==> config.mk <==
export PLATFORM = sky130hd
export DESIGN_NAME = stable_match_check
export DESIGN_NICKNAME = d
export VERILOG_FILES = /design/src/rtl/stable_match_check.sv
export SDC_FILE = /design/constraint.sdc
export NUM_CORES = 1
export LEC_CHECK = 0
export CAP_MARGIN = 20
export CORE_AREA = 3 3 168 170
export DETAILED_ROUTE_END_ITERATION = 16
export DIE_AREA = 0 0 171 173
export GPL_ROUTABILITY_DRIVEN = 0
export GPL_TIMING_DRIVEN = 0
export SYNTH_ARGS = -nofsm -noshare
export SYNTH_HDL_FRONTEND = slang
export SYNTH_SLANG_ARGS = --single-unit
==> constraint.sdc <==
create_clock -name clk -period 16.1 [get_ports clk]
set_input_delay 2.415 -clock clk [delete_from_list [all_inputs] [get_ports clk]]
set_output_delay 2.415 -clock clk [all_outputs]
set_load 0.05 [all_outputs]
==> src/rtl/stable_match_check.sv <==
// stable_match_check: walks every man's preference list one entry per cycle and
// looks for a blocking pair in a finished woman-indexed matching.
// Optional build macro: STABLE_MATCH_CHECK_FULL_SCAN_EN -- when defined the scan
// never exits early and bp_count tallies every blocking pair (saturating).

package stable_match_check_pkg;
    // Ceiling log2, never below 1 so that derived vector widths stay legal.
    function automatic int log2(input int x);
        int r;
        r = 0;
        while ((1 << r) < x) r++;
        return (r < 1) ? 1 : r;
    endfunction
endpackage

module stable_match_check
    import stable_match_check_pkg::*;
#(
    parameter int M  = 8,
    parameter int W  = 8,
    parameter int Km = 8,
    parameter int Kw = 8,
    localparam int logM  = log2(M),
    localparam int logW  = log2(W),
    localparam int logKm = log2(Km),
    localparam int logKw = log2(Kw),
    localparam int CNT_W = $clog2(M*Km+1)
)(
    input  logic                      clk,
    input  logic                      rst,
    input  logic                      start,
    input  logic [M*Km*logW-1:0]      mPref,
    input  logic [W*M*logKw-1:0]      wRank,
    input  logic [W*logM-1:0]         matchList,
    input  logic [W-1:0]              wMatched,
    output logic                      busy,
    output logic                      done,
    output logic                      stable,
    output logic [logM-1:0]           bp_m,
    output logic [logW-1:0]           bp_w,
    output logic [CNT_W-1:0]          bp_count
);

    typedef enum logic [1:0] {IDLE, SCAN, DONE} state_t;

    localparam logic [logM-1:0]  MLAST = logM'(M-1);
    localparam logic [logKm-1:0] KLAST = logKm'(Km-1);

    state_t                 state_q, state_d;
    logic [logM-1:0]        m_q, m_d;
    logic [logKm-1:0]       k_q, k_d;
    logic [CNT_W-1:0]       cnt_q, cnt_d;
    logic [logM-1:0]        bpm_q, bpm_d;
    logic [logW-1:0]        bpw_q, bpw_d;
    logic                   found_q, found_d;
    logic                   stable_q, stable_d;

    logic [logW-1:0]        cur_w;
    logic [logM-1:0]        cur_p;
    logic [logKw-1:0]       rank_new, rank_cur;
    logic                   hit, blocking, advance, last, leave;

    // Counter increment that sticks at all-ones instead of wrapping.
    function automatic logic [CNT_W-1:0] sat_inc(input logic [CNT_W-1:0] c);
        return (&c) ? c : c + CNT_W'(1);
    endfunction

    // Evaluate the (man, woman) pair selected by the scan indices.
    always_comb begin
        cur_w    = mPref[logW*(int'(m_q)*Km + int'(k_q)) +: logW];
        cur_p    = matchList[logM*int'(cur_w) +: logM];
        rank_new = wRank[logKw*(int'(cur_w)*M + int'(m_q)) +: logKw];
        rank_cur = wRank[logKw*(int'(cur_w)*M + int'(cur_p)) +: logKw];
        hit      = wMatched[cur_w] && (cur_p == m_q);
        // An unmatched woman prefers anyone; otherwise strict rank improvement.
        blocking = !hit && (!wMatched[cur_w] || (rank_new < rank_cur));
        // A man is finished on reaching his partner or exhausting his list.
        advance  = hit || (k_q == KLAST);
        last     = advance && (m_q == MLAST);
`ifdef STABLE_MATCH_CHECK_FULL_SCAN_EN
        leave    = last;
`else
        leave    = last || blocking;
`endif
    end

    // Next-state and result bookkeeping for the IDLE/SCAN/DONE controller.
    always_comb begin
        state_d  = state_q;
        m_d      = m_q;
        k_d      = k_q;
        cnt_d    = cnt_q;
        bpm_d    = bpm_q;
        bpw_d    = bpw_q;
        found_d  = found_q;
        stable_d = stable_q;
        case (state_q)
            IDLE, DONE: begin
                state_d = IDLE;
                if (start) begin
                    state_d  = SCAN;
                    m_d      = '0;
                    k_d      = '0;
                    cnt_d    = '0;
                    bpm_d    = '0;
                    bpw_d    = '0;
                    found_d  = 1'b0;
                    stable_d = 1'b0;
                end
            end
            SCAN: begin
                if (blocking) begin
                    if (!found_q) begin
                        bpm_d   = m_q;
                        bpw_d   = cur_w;
                        found_d = 1'b1;
                    end
                    cnt_d = sat_inc(cnt_q);
                end
                if (advance) begin
                    m_d = m_q + logM'(1);
                    k_d = '0;
                end else begin
                    k_d = k_q + logKm'(1);
                end
                if (leave) begin
                    state_d  = DONE;
                    stable_d = !(found_q || blocking);
                end
            end
            default: state_d = IDLE;
        endcase
    end

    // State and result registers; reset returns everything to the idle values.
    always_ff @(posedge clk) begin
        if (rst) begin
            state_q  <= IDLE;
            m_q      <= '0;
            k_q      <= '0;
            cnt_q    <= '0;
            bpm_q    <= '0;
            bpw_q    <= '0;
            found_q  <= 1'b0;
            stable_q <= 1'b0;
        end else begin
            state_q  <= state_d;
            m_q      <= m_d;
            k_q      <= k_d;
            cnt_q    <= cnt_d;
            bpm_q    <= bpm_d;
            bpw_q    <= bpw_d;
            found_q  <= found_d;
            stable_q <= stable_d;
        end
    end

    assign busy     = (state_q == SCAN);
    assign done     = (state_q == DONE);
    assign stable   = stable_q;
    assign bp_m     = bpm_q;
    assign bp_w     = bpw_q;
    assign bp_count = cnt_q;

endmodule

==> out/qor.txt, run 1 <==
P per Cell Area: 59.10 nW/um^2
run status: finished, final reports clean
Setup-failing EPs final: 0
core area: 26,880 um^2
type of the worst min-delay path: reg2reg
met1 WL: 13.10 mm
largest area contributor in the netlist: mux4_2
hpwl dp: 32.09 mm
overall routed net length: 37.78 mm
PostCTS Resize Cnt: 0
hold buffers post-CTS: 0
Clock Sink Count: 23
port bufs: 434
f_max: 110.0 MHz
RR Startpoint: k_q[1]$_SDFFE_PP0P_
Worst-path clk slew: 0.06 ns
worst clock skew: 0.0009469 ns
WP data required: 16.28 ns
hold_ws: 0.4976 ns
Final nets: 1,592
largest family of logic cells by synthesized area: multiplexers
final hold vios: 0
sequential area share after synthesis: 0.06588
clk_lat worst skew: 0.26 ns
share of layout cells above drive strength 1: 0.1459
capture point of the worst reg-to-reg path: bp_count[3]$_SDFFE_PP0P_
Die Area: 29,580 um^2
io pins: 435
drt wl/cell: 25.04 um
max_cap viols: 0
shortest period the worst path allows: 9.095 ns
Post-CTS Setup Bufs: 0
#FFs+latches synth: 23
DRC violations left: 0
die width: 171 um
Leak: 4.052 nW
Post-Syn Area: 6989 um^2
initial antenna violation count: 3
net count after synthesis: 1,153
CTS tree: done
Vert. Die Dim: 173 um
unrepaired setup endpoints after global routing: false
Critical Path AT: 9.28 ns
Yosys top cell area share: 0.3416
Initial Utilization: 0.2601
Final Cycle Share: 0.5649
CP Launch Type: primary input
CP max FO: 10
VDD IR-drop max: 0.00003384 V
dominant synthesized flop cell: dfxtp_1
DR iter-0 viols: 568
top cells by area, synth: mux4_2, mux2i_1, dfxtp_1
Routed Antenna Nets: 0
detailed-route via count: 8,535
Remaining Overflow, GRT: 0
reg2reg setup slack: 8.83 ns
vias per std cell: 5.656
GRT Total Usage: 0.2378
simple-gate share of the synthesized area: 0.1482
synthesized area per cell: 9.614 um^2
Synth Area in Compound Gates: 0.1817
met3 routed WL: 3.346 mm
cells on worst reg2reg path: 25
largest net degree at the start of global routing: 14
Slew @ Worst Pin: 1.063 ns
Worst setup EP type: flop
Pre-antenna DRT Iters: 5
CTS Root Cell: clkbuf_16
Max-slew headroom: 0.2890
most numerous cell in the Yosys netlist: mux2i_1
Setup CP Type: in2reg
WHS Endpoint: stable$_SDFFE_PP0P_
Post-Syn Instances: 727
Synth Area in Adders: 0.01253
Setup TNS: 0 ns
post-synthesis mux area share: 0.5294
Hold Path Origin: stable$_SDFFE_PP0P_
total CTS buffers: 3
CTS max path bufs: 2
met2 wire len: 20.27 mm
Yosys cell types: 68
crit path launch: mPref[185]
Hold Path Stages: 2
YS warnings: 0
max-slew violations: 0
Post-synth EDFFs: 0
vias in the first global route: 8,806
Max H-tree Level: 1
Commonest cells post-synth: mux2i_1, mux4_2, nand2_1
global-route wire length before repair: 54.03 mm
std cell rows: 60
xor/xnor cell area share of the yosys netlist: 0.003759
async set-reset flop share out of synthesis: 0
layout overhead on the synthesized area: 69.51%
top sig layer: met4
where the power goes:
part           internal, mW  switching [mW]  total [mW]
Clock                0.0334          0.0213      0.0547
Combinational         0.297           0.285       0.581
Sequential           0.0608         0.00315      0.0639
Total                 0.391           0.309       0.700
per-layer routing:
layer | GRT usage | vias to the layer above
li1 | - | 3869
met1 | 0.2545 | 4142
met2 | 0.4657 | 466
met3 | 0.04870 | 58
met4 | 0.06170 | 0
met5 | 0 | -
state kept, by name, summed over array words and instances, names as in the netlist:
signal	count
bp_m	3
m_q	3
stable	1
found_q	1
bp_count	7
k_q	3
state_q	2
bp_w	3
kinds of logic (layout without fill, tap and decap cells):
kind of cell / count (synthesis) / in the layout
fa+ha+maj: 7 / 7
flops: 23 / 23
xor+xnor: 3 / 3
mux: 236 / 236
other cells: 0 / 3
compound gates: 171 / 171
simple gates: 210 / 210
buf+inv: 77 / 515
layout make-up:
class / count / area [um^2]
buffer: 70 / 382.9
antenna: 3 / 7.507
tap: 341 / 426.7
multi-input combinational: 627 / 6120
sequential: 23 / 460.4
fill: 2635 / 15030
clock inverter: 1 / 5.005
clock buffer: 3 / 75.07
inverter: 7 / 26.28
timing repair buffer: 434 / 4344
stage by stage:
step	utilization	instance area (um^2)	setup WS [ns]	total power, mW	cells
floorplan	-	6989	8.633	0.4216	727
global placement	0.4376	11760	6.823	0.6428	1502
detailed placement	0.4376	11760	6.758	0.6471	1502
CTS	0.4405	11840	7.008	0.7032	1506
global route	0.4408	11850	6.749	0.7431	1509
finish	0.4408	11850	7.005	0.7002	1509
critical path: stages:
cell and delay (ns):
clkdlybuf4s50_1 0.44, mux4_2 0.49, mux2i_1 0.26, nor2_1 0.09, nor4_1 0.52, a22o_1 0.24
buf_2 0.23, a21oi_1 0.07, a32oi_1 0.54, and2_0 0.20, buf_2 0.22, buf_2 0.36
clkbuf_1 0.61, mux4_2 0.42, mux2i_1 0.17, nand2_1 0.08, a21oi_1 0.18, o21ai_0 0.10
nand2_1 0.11, ha_1 0.26, a211o_1 0.31, o22ai_1 0.29, a31oi_4 0.12, or3_1 0.39
a31oi_1 0.16
layout by cell type (no fill, tap or decap), types with 15 or more instances in the layout:
cell             netlist  routed
clkdlybuf4s50_1        0     434
clkbuf_1              27      27
mux2i_1              121     121
dfxtp_1               23      23
a22oi_1               24      24
a21oi_1               38      38
nand2_1               71      71
nor2_1                29      29
o21ai_0               15      15
nand3_1               34      34
buf_2                 21      21
mux4_2               106     106
o211ai_1              19      19
how the worst max path moves through the flow:
stage	to	slack, ns	depth (start not counted)
2_1_floorplan	bp_count[5]$_SDFFE_PP0P_	8.63	25
3_3_place_gp	bp_count[3]$_SDFFE_PP0P_	6.82	25
3_5_place_dp	bp_count[5]$_SDFFE_PP0P_	6.76	25
4_1_cts	bp_count[3]$_SDFFE_PP0P_	7.01	25
5_1_grt	bp_count[3]$_SDFFE_PP0P_	6.75	25
6_report	bp_count[3]$_SDFFE_PP0P_	7.01	25
Power figures use the tool's default switching activity.
==> run 2: changes to the inputs <==
==> constraint.sdc (replaced) <==
create_clock -name clk -period 7.8 [get_ports clk]
set_input_delay 1.17 -clock clk [delete_from_list [all_inputs] [get_ports clk]]
set_output_delay 1.17 -clock clk [all_outputs]
set_load 0.05 [all_outputs]
==> run 2 against run 1 <==
- clock skew is 0.00068 ns higher
- global-route usage stayed put
- worst hold slack hardly changed
- wire length is 0.12% higher
- non-clock buffer count stayed put
- largest power group unchanged
- sequential power is 110% higher
- design area is 0.14% higher
- critical path depth stayed put
- clock power is 110% higher
- core utilization is 0.060 points higher
- final cell count stayed put
==> out/qor.txt, run 2 (synthesized netlist as in run 1, its figures left out) <==
fin util: 0.4414
CTS max path bufs: 2
core area: 26,880 um^2
P per Cell Area: 122.3 nW/um^2
clk_lat worst skew: 0.26 ns
DRC violations left: 0
global-route wire length before repair: 54.03 mm
Slew @ Worst Pin: 1.070 ns
share of layout cells above drive strength 1: 0.1511
Max-slew headroom: 0.2840
CP max FO: 10
Remaining Overflow, GRT: 0
io pins: 435
CP Launch Type: primary input
detailed-route via count: 8,486
std cell rows: 60
placed instance area: 11,760 um^2
Max H-tree Level: 1
hpwl dp: 32.09 mm
final hold vios: 0
Cells after DPL: 1,502
commonest non-fill, non-tap cell in the layout: clkdlybuf4s50_1
final cell count without fillers: 1,509
reg2reg setup slack: 0.78 ns
overall routed net length: 37.83 mm
port bufs: 434
WP data required: 7.99 ns
initial antenna violation count: 3
max_cap viols: 0
Setup TNS: 0 ns
Final nets: 1,592
largest net degree at the start of global routing: 14
type of the worst min-delay path: reg2reg
fin area: 11,860 um^2
Die Area: 29,580 um^2
Critical Path AT: 7.64 ns
Clock Sink Count: 23
total CTS buffers: 3
worst clock skew: 0.001628 ns
drt wl/cell: 25.07 um
max FFs per register: 7
Worst setup EP type: flop
Post-CTS Setup Bufs: 0
DR iter-0 viols: 641
f_max: 134.1 MHz
Leak: 4.065 nW
CTS Root Cell: clkbuf_16
vias in the first global route: 8,806
commonest cells after routing, fill and taps aside: clkdlybuf4s50_1, mux2i_1, mux4_2
Vert. Die Dim: 173 um
CTS tree: done
Routed Antenna Nets: 0
GRT Total Usage: 0.2378
layout overhead on the synthesized area: 69.75%
die width: 171 um
run status: finished, final reports clean
Setup-failing EPs final: 0
max-slew violations: 0
Pre-antenna DRT Iters: 5
hold_ws: 0.4975 ns
shortest period the worst path allows: 7.455 ns
Setup CP Type: in2reg
Initial Utilization: 0.2601
vias per std cell: 5.624
Worst-path clk slew: 0.06 ns
Final Cycle Share: 0.9558
VDD IR-drop max: 0.00006996 V
-- run 2: area by class of cell --
cell class,count,area [um^2]
diodes,3,7.507
plain buffers,70,387.9
clock buffers,3,75.07
clock inverters,1,5.005
fillers,2633,15010
inverters,7,26.28
multi-input cells,627,6131
flip-flops and latches,23,460.4
well taps,341,426.7
repair buffers,434,4344
-- run 2: stage by stage --
| stage | worst slack [ns] | power, mW |
|---|---|---|
| 4_1_cts | 0.08185 | 1.452 |
| 6_report | 0.3445 | 1.450 |
| 3_3_place_gp | -0.2316 | 1.327 |
| 2_1_floorplan | 1.578 | 0.8702 |
| 3_5_place_dp | -0.2968 | 1.336 |
| 5_1_grt | -0.003915 | 1.536 |
-- run 2: worst paths after layout --
path / startpoint / end / depth (start not counted)
setup reg to reg: m_q[0]$_SDFFE_PP0P_ / bp_count[3]$_SDFFE_PP0P_ / 16
hold reg to reg: stable$_SDFFE_PP0P_ / stable$_SDFFE_PP0P_ / 2
setup / recovery: mPref[36] / bp_count[3]$_SDFFE_PP0P_ / 25
hold / removal: stable$_SDFFE_PP0P_ / stable$_SDFFE_PP0P_ / 2
-- run 2: per-layer routing --
metal / vias to the layer above / share of wire / track usage / wire length (um)
li1: 3860 / - / - / -
met1: 4097 / 0.35 / 0.2545 / 13250
met2: 466 / 0.54 / 0.4657 / 20310
met3: 63 / 0.086 / 0.04870 / 3249
met4: 0 / 0.027 / 0.06170 / 1020
met5: - / 0 / 0 / 0
-- run 2: what timing repair did --
action / 4_1_cts / 5_1_grt
setup endpoints to repair: 7 / 14
hold buffers: 0 / 0
resized for setup: 1 / 8
-- run 2: worst max-delay path: stages --
cell and delay (ns):
clkdlybuf4s50_1 0.42, mux4_2 0.47, nor2b_1 0.14, a211oi_1 0.44, nor4_1 0.22, a21boi_2 0.24, buf_2 0.26, nand2_1 0.10
a311o_1 0.43, o31ai_4 0.11, buf_6 0.22, buf_4 0.24, buf_2 0.40, mux4_2 0.56, mux2i_1 0.17, nand2_1 0.08
a21oi_1 0.18, o21ai_0 0.11, nand2_1 0.11, ha_1 0.26, a211o_1 0.31, o22ai_1 0.29, a31oi_4 0.12, or3_1 0.39
a31oi_1 0.16
-- run 2: report_power, final --
part	internal, mW	leakage, nW	switching (mW)
Clock	0.0690	0.0409	0.0445
Combinational	0.614	3.84	0.591
Sequential	0.125	0.186	0.00639
Total	0.809	4.06	0.642
==> variant: new RTL, settings of run 2 <==
`k_q` no longer has a reset.
--- a/src/rtl/stable_match_check.sv
+++ b/src/rtl/stable_match_check.sv
@@ -138,5 +138,4 @@
             state_q  <= IDLE;
             m_q      <= '0;
-            k_q      <= '0;
             cnt_q    <= '0;
             bpm_q    <= '0;
@@ -147,5 +146,4 @@
             state_q  <= state_d;
             m_q      <= m_d;
-            k_q      <= k_d;
             cnt_q    <= cnt_d;
             bpm_q    <= bpm_d;
@@ -154,4 +152,8 @@
             stable_q <= stable_d;
         end
+    end
+
+    always_ff @(posedge clk) begin
+        k_q <= k_d;
     end
 
Check against the original RTL: same outputs for any inputs over 4 cycles, from zero or initial values and one cycle with rst high; that may be too few to reach the edited logic, so the function may still have changed.
==> variant against run 2 <==
Utilization fell by 0.40 points; sequential cell count did not move; fmax rose by 0.48%; register-to-register slack got worse by 0.04 ns; final area fell by 0.91%; routed wire length rose by 3.1%; worst setup slack improved by 0.036 ns; global-route usage rose by 1.0 points; area after synthesis fell by 1.3%; worst hold slack got worse by 0.028 ns; via count rose by 6.7%.
Power is left out: it rests on default switching activity, and per cell area and clock period it moved more than threefold.
==> variant: results <==
metrics = {
    "status": {
        "status": "finished, final reports clean",
    },
    "critical_path": {
        "path_delay_family": "compound AO/OA/AOI/OAI gates",
        "cp.arrival_ns": 7.59,
        "ff2ff_path_depth": 21,
    },
    "place": {
        "dp_slack_ns": 0.08188,
        "hpwl_um": 33180,
        "place_inst": 1617,
    },
    "layout": {
        "fillers": 2689,
        "finalNetCount": 1707,
    },
    "synth": {
        "ys_seq_area_share_pct": 7.113,
        "synth_cell_type_count": 78,
        "synthCells": 842,
        "synthTopCellsByArea": "mux4_2 30%, nand2_1 11%, mux2i_1 8.0%",
        "syn_nets": 1268,
        "synth_edf_count": 3,
    },
    "global_route": {
        "met1_usage_pct": 27.20,
        "grt_use_met2_pct": 47.76,
        "grt_first_pass_wirelength_um": 56870,
        "grt_pass1_vias": 9474,
    },
    "routing": {
        "drt_iter0_markers": 694,
        "via_per_inst": 5.574,
        "vias": 9052,
        "wl_per_cell_um": 24.03,
    },
    "sta": {
        "skew_ns": 0.002478,
    },
    "clocking": {
        "ctsResizeCount": 0,
    },
}
## variant: changes by cell type after synthesis, moves of 14 or more
cell / before / now
mux2i_1: 121 / 55
nand2_1: 71 / 195
nand3_1: 34 / 104
mux4_2: 106 / 92
and3_1: 7 / 26
a21oi_1: 38 / 19
## variant: cell type report
type	instances	area [µm²]	area share, %
tap	341	426.7	3.629
antenna	3	7.507	0.06386
clock buffer	3	75.07	0.6386
inverter	19	71.32	0.6066
buffer	76	400.4	3.406
sequential	23	490.5	4.172
multi-input combinational	724	5936	50.49
timing repair buffer	434	4344	36.95
clock inverter	1	5.005	0.04257
## variant: metal layers
| metal | up-vias | part of all wire, % | wire length (µm) |
|---|---|---|---|
| met2 | 500 | 53 | 20870 |
| met5 | - | 0 | 0 |
| met1 | 4334 | 35 | 13770 |
| met3 | 55 | 8.7 | 3414 |
| li1 | 4163 | - | - |
| met4 | 0 | 2.5 | 970 |
## variant: cells by family (layout without fill, tap and decap cells)
group	count (synthesis)	count (layout)	share of synthesized area [%]
buf+inv	95	533	6.804
fa+ha+maj	7	7	1.270
mux	155	155	39.34
flops	23	23	7.113
other cells	0	3	0
xor+xnor	3	3	0.3811
compound gates	151	151	17.24
simple gates	408	408	27.85
## variant: worst reg2reg max path, delay by kind of cell, from the launching register on
| kind | cells | cell delay [ns] |
|---|---|---|
| buffers and inverters | 6 | 2.57 |
| flip-flops | 1 | 0.33 |
| adder cells (fa/ha/maj) | 1 | 0.31 |
| AND/OR/NAND/NOR | 7 | 1.85 |
| AO/OA/AOI/OAI | 7 | 1.93 |
## variant: worst min path at each step
stage	startpoint	end	cells after the start
global route	bp_w[2]	bp_w[2]	2
CTS	bp_w[2]	bp_w[2]	2
global placement	found_q	found_q	2
finish	bp_m[2]	bp_m[2]	2
floorplan	found_q	found_q	2
detailed placement	found_q	found_q	2
